$ cat src/rtl/control_pkg.sv
// Shared encodings for the multi-cycle control unit: opcodes, FSM states and
// datapath control field codes.
package control_pkg;

    localparam logic [3:0] OP_TYPEA = 4'b1111;
    localparam logic [3:0] OP_ANDI  = 4'b0001;
    localparam logic [3:0] OP_ORI   = 4'b0010;
    localparam logic [3:0] OP_LBU   = 4'b1010;
    localparam logic [3:0] OP_SB    = 4'b1011;
    localparam logic [3:0] OP_LW    = 4'b1100;
    localparam logic [3:0] OP_SW    = 4'b1101;
    localparam logic [3:0] OP_BLT   = 4'b0101;
    localparam logic [3:0] OP_BGT   = 4'b0100;
    localparam logic [3:0] OP_BEQ   = 4'b0110;
    localparam logic [3:0] OP_JMP   = 4'b0111;
    localparam logic [3:0] OP_HALT  = 4'b0000;

    typedef enum logic [2:0] {
        FETCH,
        EXEC,
        MEM,
        MULDIV,
        WB,
        HALT
    } state_t;

    localparam logic [2:0] JB_NONE = 3'b000;
    localparam logic [2:0] JB_BLT  = 3'b001;
    localparam logic [2:0] JB_BGT  = 3'b010;
    localparam logic [2:0] JB_BEQ  = 3'b011;
    localparam logic [2:0] JB_JMP  = 3'b100;

    localparam logic [1:0] ALU_TYPEA = 2'b00;
    localparam logic [1:0] ALU_AND   = 2'b01;
    localparam logic [1:0] ALU_ADDR  = 2'b10;
    localparam logic [1:0] ALU_OR    = 2'b11;

    localparam logic [1:0] RW_NONE   = 2'b00;
    localparam logic [1:0] RW_SINGLE = 2'b01;
    localparam logic [1:0] RW_PAIR   = 2'b11;

endpackage

$ cat src/rtl/control_decode.sv
// Combinational opcode/multiDiv decode into static datapath fields and
// instruction class flags; the sequencer decides when each field is visible.
module control_decode
    import control_pkg::*;
(
    input  logic [3:0] opcode,
    input  logic [1:0] multiDiv,
    output logic       aluBType,
    output logic       aluSrc,
    output logic       zeroExtendFlag,
    output logic       memToReg,
    output logic       storeByte,
    output logic [1:0] aluControlOp,
    output logic [2:0] jumpBranch,
    output logic       is_load,
    output logic       is_store,
    output logic       is_branch,
    output logic       is_muldiv,
    output logic       is_halt,
    output logic       is_illegal
);

    always_comb begin
        aluBType       = 1'b0;
        aluSrc         = 1'b0;
        zeroExtendFlag = 1'b0;
        memToReg       = 1'b0;
        storeByte      = 1'b0;
        aluControlOp   = ALU_TYPEA;
        jumpBranch     = JB_NONE;
        is_load        = 1'b0;
        is_store       = 1'b0;
        is_branch      = 1'b0;
        is_muldiv      = 1'b0;
        is_halt        = 1'b0;
        is_illegal     = 1'b0;
        case (opcode)
            OP_TYPEA: is_muldiv = (multiDiv != 2'b00);
            OP_ANDI: begin
                aluSrc       = 1'b1;
                aluControlOp = ALU_AND;
            end
            OP_ORI: begin
                aluSrc       = 1'b1;
                aluControlOp = ALU_OR;
            end
            OP_LBU, OP_LW: begin
                aluBType       = 1'b1;
                aluControlOp   = ALU_ADDR;
                zeroExtendFlag = (opcode == OP_LBU);
                memToReg       = 1'b1;
                is_load        = 1'b1;
            end
            OP_SB, OP_SW: begin
                aluBType     = 1'b1;
                aluControlOp = ALU_ADDR;
                storeByte    = (opcode == OP_SB);
                is_store     = 1'b1;
            end
            OP_BLT: begin
                jumpBranch = JB_BLT;
                is_branch  = 1'b1;
            end
            OP_BGT: begin
                jumpBranch = JB_BGT;
                is_branch  = 1'b1;
            end
            OP_BEQ: begin
                jumpBranch = JB_BEQ;
                is_branch  = 1'b1;
            end
            OP_JMP: begin
                jumpBranch = JB_JMP;
                is_branch  = 1'b1;
            end
            OP_HALT: is_halt = 1'b1;
            default: is_illegal = 1'b1;
        endcase
    end

endmodule

$ cat src/rtl/multicycle_control.sv
// Multi-cycle control sequencer: FETCH/EXEC/MEM/MULDIV/WB/HALT with per-state
// qualification of the decoded datapath controls.
module multicycle_control
    import control_pkg::*;
#(
    parameter int unsigned MULDIV_LAT    = 4,
    parameter bit          ILLEGAL_HALTS = 1'b0,
    parameter int unsigned CNT_W         = 8
) (
    input  logic       clk,
    input  logic       rst,
    input  logic       instr_valid,
    input  logic [3:0] opcode,
    input  logic [1:0] multiDiv,
    input  logic       mem_ready,
    output logic       instr_ready,
    output logic       aluBType,
    output logic       aluSrc,
    output logic       zeroExtendFlag,
    output logic       memRead,
    output logic       memToReg,
    output logic       memWrite,
    output logic       storeByte,
    output logic [1:0] aluControlOp,
    output logic [1:0] regWrite,
    output logic [2:0] jumpBranch,
    output logic       halted,
    output logic       illegal_op,
    output logic       busy
);

    state_t             state, state_nx;
    logic [3:0]         op_q;
    logic [1:0]         md_q;
    logic [CNT_W-1:0]   cnt;

    logic       d_bt, d_src, d_zx, d_m2r, d_sb;
    logic [1:0] d_aop;
    logic [2:0] d_jb;
    logic       d_load, d_store, d_branch, d_muldiv, d_halt, d_ill;

    control_decode u_decode (
        .opcode         (op_q),
        .multiDiv       (md_q),
        .aluBType       (d_bt),
        .aluSrc         (d_src),
        .zeroExtendFlag (d_zx),
        .memToReg       (d_m2r),
        .storeByte      (d_sb),
        .aluControlOp   (d_aop),
        .jumpBranch     (d_jb),
        .is_load        (d_load),
        .is_store       (d_store),
        .is_branch      (d_branch),
        .is_muldiv      (d_muldiv),
        .is_halt        (d_halt),
        .is_illegal     (d_ill)
    );

    always_ff @(posedge clk) begin
        if (rst) begin
            state <= FETCH;
            op_q  <= '0;
            md_q  <= '0;
            cnt   <= '0;
        end else begin
            state <= state_nx;
            if (state == FETCH && instr_valid) begin
                op_q <= opcode;
                md_q <= multiDiv;
            end
            // Loaded on entry so the final MULDIV cycle is the one that reads zero.
            if (state == EXEC && d_muldiv && !d_ill) begin
                cnt <= CNT_W'(MULDIV_LAT - 1);
            end else if (state == MULDIV && cnt != '0) begin
                cnt <= cnt - 1'b1;
            end
        end
    end

    always_comb begin
        state_nx = state;
        case (state)
            FETCH:  if (instr_valid) state_nx = EXEC;
            EXEC: begin
                if (d_ill)                   state_nx = ILLEGAL_HALTS ? HALT : FETCH;
                else if (d_halt)             state_nx = HALT;
                else if (d_branch)           state_nx = FETCH;
                else if (d_load || d_store)  state_nx = MEM;
                else if (d_muldiv)           state_nx = MULDIV;
                else                         state_nx = WB;
            end
            MEM:    if (mem_ready) state_nx = d_load ? WB : FETCH;
            MULDIV: if (cnt == '0) state_nx = WB;
            WB:     state_nx = FETCH;
            HALT:   state_nx = HALT;
            default: state_nx = FETCH;
        endcase
    end

    // Outputs are forced low while rst is asserted, whatever the prior state.
    always_comb begin
        instr_ready    = 1'b0;
        aluBType       = 1'b0;
        aluSrc         = 1'b0;
        zeroExtendFlag = 1'b0;
        memRead        = 1'b0;
        memToReg       = 1'b0;
        memWrite       = 1'b0;
        storeByte      = 1'b0;
        aluControlOp   = '0;
        regWrite       = RW_NONE;
        jumpBranch     = JB_NONE;
        halted         = 1'b0;
        illegal_op     = 1'b0;
        busy           = 1'b0;
        if (!rst) begin
            case (state)
                FETCH: instr_ready = 1'b1;
                EXEC: begin
                    aluBType       = d_bt;
                    aluSrc         = d_src;
                    aluControlOp   = d_aop;
                    zeroExtendFlag = d_zx;
                    jumpBranch     = d_jb;
                    illegal_op     = d_ill;
                    busy           = 1'b1;
                end
                MEM: begin
                    aluBType       = d_bt;
                    aluSrc         = d_src;
                    aluControlOp   = d_aop;
                    zeroExtendFlag = d_zx;
                    memRead        = d_load;
                    memWrite       = d_store;
                    storeByte      = d_sb;
                    busy           = 1'b1;
                end
                MULDIV: begin
                    aluBType     = d_bt;
                    aluSrc       = d_src;
                    aluControlOp = d_aop;
                    busy         = 1'b1;
                end
                WB: begin
                    regWrite       = d_muldiv ? RW_PAIR : RW_SINGLE;
                    memToReg       = d_m2r;
                    zeroExtendFlag = d_zx;
                    busy           = 1'b1;
                end
                HALT: halted = 1'b1;
                default: ;
            endcase
        end
    end

endmodule

$ cat config.mk
export PLATFORM = sky130hd
export DESIGN_NAME = multicycle_control
export DESIGN_NICKNAME = d
export VERILOG_FILES = /design/src/rtl/control_pkg.sv /design/src/rtl/control_decode.sv /design/src/rtl/multicycle_control.sv
export SDC_FILE = /design/constraint.sdc
export NUM_CORES = 1
export LEC_CHECK = 0
export ABC_AREA = 0
export CAP_MARGIN = 25
export CORE_UTILIZATION = 50
export DETAILED_ROUTE_END_ITERATION = 6
export HOLD_SLACK_MARGIN = 0.15
export PLACE_DENSITY_LB_ADDON = 0.08
export RECOVER_POWER = 100
export SKIP_LAST_GASP = 1
export SYNTH_ARGS = -nofsm -noshare
export SYNTH_HDL_FRONTEND = slang
export SYNTH_HIERARCHICAL = 1
export SYNTH_SLANG_ARGS = --single-unit
$ cat constraint.sdc
create_clock -name clk -period 2.22 [get_ports clk]
set_input_delay 0.222 -clock clk [delete_from_list [all_inputs] [get_ports clk]]
set_output_delay 0.222 -clock clk [all_outputs]
set_load 0.01 [all_outputs]
==> results.json <==
{
  "io_buffers": 27,
  "routed_wirelength_mm": 2.84,
  "cap_viol_max_count": 0,
  "regToRegEndpoint": "cnt[1]$_SDFFE_PP0P_",
  "clk_latency_ns": 0.30,
  "dpl_cell_area_um2": 1530,
  "cts.path.max_buffers": 2,
  "synthTopCellsByArea": "sky130_fd_sc_hd__dfxtp_1 27%, sky130_fd_sc_hd__and2_1 6.1%, sky130_fd_sc_hd__nor2_1 6.1%",
  "cts.sink_count": 17,
  "grt_max_degree": 18,
  "htreeDepth": 1,
  "dr_total_vias": 1195,
  "cts_tree": "built",
  "drt_iter0_drc": 27,
  "timing_hold_violations_final": 0,
  "fin_cells": 209,
  "sequential_cell_area_fraction_in_the_yosys_report_pct": 27.4,
  "core.rowCount": 17,
  "cts.clk_slew.worst_paths_ns": 0.11,
  "clock_skew_ns": 0.00807,
  "globalplace.congestion": 0.776,
  "worst_case_reg_to_reg_path_depth": 6,
  "critical_path_cell_by_cell": "xnor2_2, nor3b_4, and2_1, clkdlybuf4s50_1",
  "setup-tns-final_ns": 0,
  "timing.critical_path.from_type": "flip-flop",
  "holdCritPathClass": "reg2reg",
  "post_synth_num_cell_types": 44,
  "final_common_cell": "sky130_fd_sc_hd__clkdlybuf4s50_1",
  "synth_edf_count": 0,
  "timing.max_slew.rel_slack_pct": 55.3,
  "slowest_stage": "sky130_fd_sc_hd__clkdlybuf4s50_1",
  "gr-usage-all-layers_pct": 23.4,
  "timing.critical_path.required_ns": 2.00,
  "post_synth.cell_area_avg_um2": 8.05,
  "final_design_area_no_fill_um2": 1590,
  "drc": 0,
  "dp_worst_setup_slack_ns": 0.0989,
  "ir_drop_v": 0.000461,
  "setup_ws_ns": 0.108,
  "xor_xnor_share_of_the_synthesized_area_pct": 5.55,
  "numCtsBuffers": 3,
  "worstSetupPathDepth": 4,
  "largest_family_of_logic_cells_by_synthesized_area": "simple AND/OR/NAND/NOR gates",
  "power_density_nw_per_um2": 465,
  "worstPathMaxFanout": 10,
  "setup_viol": 0,
  "synth-adder-area-share_pct": 2.02,
  "cts.root.buffer_cell": "sky130_fd_sc_hd__clkbuf_4",
  "setup.worst_path.end": "memToReg",
  "design.die.area_um2": 2680,
  "timing.final.crit_period_ns": 2.11,
  "rrSetupSlack_ns": 0.25,
  "yosys.area.top_type_share_pct": 27.4,
  "yosys_register_bits": 17,
  "design.portCount": 28,
  "worstSetupPathType": "reg2out",
  "fp.dieH_um": 51.8,
  "source_of_the_critical_timing_path": "op_q[1]$_SDFFE_PP0P_",
  "via_count_of_the_first_global_routing_pass": 1056,
  "area_growth_syn_to_layout_pct": 28.6,
  "cell_count_after_synthesis": 154,
  "fmax_mhz": 473,
  "route.detailed.vias_per_inst": 5.72,
  "timing_max_transition_violations_final": 0,
  "route.antenna.remaining_nets": 0,
  "worst_reg2reg_startpoint": "cnt[0]$_SDFFE_PP0P_",
  "floorplan.initialDensity_pct": 54.5,
  "insertedDiodeCount": 0,
  "worstPathBufferInverterCount": 1,
  "leading_cell_types_in_the_layout_fill_and_taps_excluded": "24 x sky130_fd_sc_hd__clkdlybuf4s50_1, 19 x sky130_fd_sc_hd__nor2_1, 10 x sky130_fd_sc_hd__dfxtp_1",
  "placed_cells": 204,
  "run_status": "complete, no violations",
  "multiplexer_share_of_the_synthesized_area_pct": 5.75,
  "post-route-util_pct": 70.0,
  "design_power_total_uw": 741,
  "die-width_um": 51.8,
  "hold_ws_ns": 0.498,
  "min_period_over_period_pct": 95.2,
  "global_route.overflow_total": 0,
  "ys.warnings.count": 6,
  "dominantRegCellSynth": "sky130_fd_sc_hd__dfxtp_1",
  "post_synth_instance_area_um2": 1240,
  "final.fill_count": 185,
  "final_layout_size_suffix_gt1_share_pct": 16.6,
  "synth_top_cell_by_area": "sky130_fd_sc_hd__dfxtp_1",
  "post_drt_wl_per_cell_um": 13.6,
  "critical_path_arrival_ns": 1.89,
  "grt_antenna_before_repair": 0,
  "cp_top_family": "buffers and inverters",
  "synth-compound-area-share_pct": 13.4,
  "synth_simple_gate_area_share_pct": 38.7,
  "async_reset_ff_share_pct": 0,
  "detail_route.first_pass.iterations": 4,
  "slew_at_the_pin_closest_to_its_max_slew_limit_ns": 0.653,
  "syn-num-nets": 166,
  "worst_setup_path_end_kind": "output pin",
  "critical-path-max-stage-delay_ns": 0.52,
  "cellLeakagePower_nw": 0.594,
  "core-area_um2": 2280,
  "grt_pass1_wl_mm": 4.76,
  "design.final.nets": 194,
  "place.detailed.hpwl_mm": 2.02
}
==> kinds of logic after synthesis <==
group,count (synthesis)
DFF,17
and+or+nand+nor,79
muxes,7
adders and majority gates,2
xor gates and xnor gates,7
buffers and inverters,17
AOI/OAI and AO/OA,25
==> how the worst min path moves through the flow <==
stage,from,to,slack [ns],cells past startpoint
after floorplan,multiDiv[0],md_q[0]$_SDFFE_PP0P_,0.37,2
after global placement,cnt[7]$_SDFFE_PP0P_,cnt[7]$_SDFFE_PP0P_,0.47,2
after detailed placement,cnt[7]$_SDFFE_PP0P_,cnt[7]$_SDFFE_PP0P_,0.48,2
after CTS,cnt[7]$_SDFFE_PP0P_,cnt[7]$_SDFFE_PP0P_,0.49,2
after global routing,opcode[3],op_q[3]$_SDFFE_PP0P_,0.52,3
final,cnt[7]$_SDFFE_PP0P_,cnt[7]$_SDFFE_PP0P_,0.50,2
==> synth_stat cells (all sizes together), types with 3 or more instances <==
master  number
buf          7
nand2b       4
xnor2        7
nor2        20
and2        12
a21oi        9
nor4         5
a211oi       4
clkbuf       4
or2          3
nor3         8
mux2i        6
dfxtp       17
nand3b       4
nor3b        4
inv          6
nor2b        4
==> what timing repair did <==
action	in CTS	in global routing
setup endpoints to repair	16	16
pin swaps	0	1
cloned	0	0
buffers inserted	0	1
resized for setup	5	9
hold buffers	0	0
==> area by class of cell <==
cell class	count	area (µm²)	share of cell area (%)
inverter	6	22.5	1.41
clock inverter	1	7.51	0.471
sequential	17	352	22.1
multi-input combinational	120	838	52.6
clock buffer	3	22.5	1.41
timing repair buffer	34	317	19.9
tap	28	35.0	2.20
==> state kept, by name, indices dropped and copies added (netlist names) <==
register,count
cnt,8
md_q,2
op_q,4
state,3
==> routing by layer <==
metal	GRT usage, %	wire length [µm]	share of wire [%]
met1	32.1	1320	47
met2	37.0	1310	46
met3	5.56	185	6.5
met4	4.95	21	0.74
met5	0	0	0
==> tightest hold or removal path, cell delays in order (launching register included) <==
cell and delay [ns]:
sky130_fd_sc_hd__dfxtp_1 0.34, sky130_fd_sc_hd__o31ai_1 0.07, sky130_fd_sc_hd__a21oi_1 0.05
==> power breakdown <==
group          switching [mW]  internal, mW
combinational          0.0943         0.109
sequential             0.0430         0.323
clock                   0.103        0.0687
total                   0.240         0.501
(Power assumes the default switching activity.)
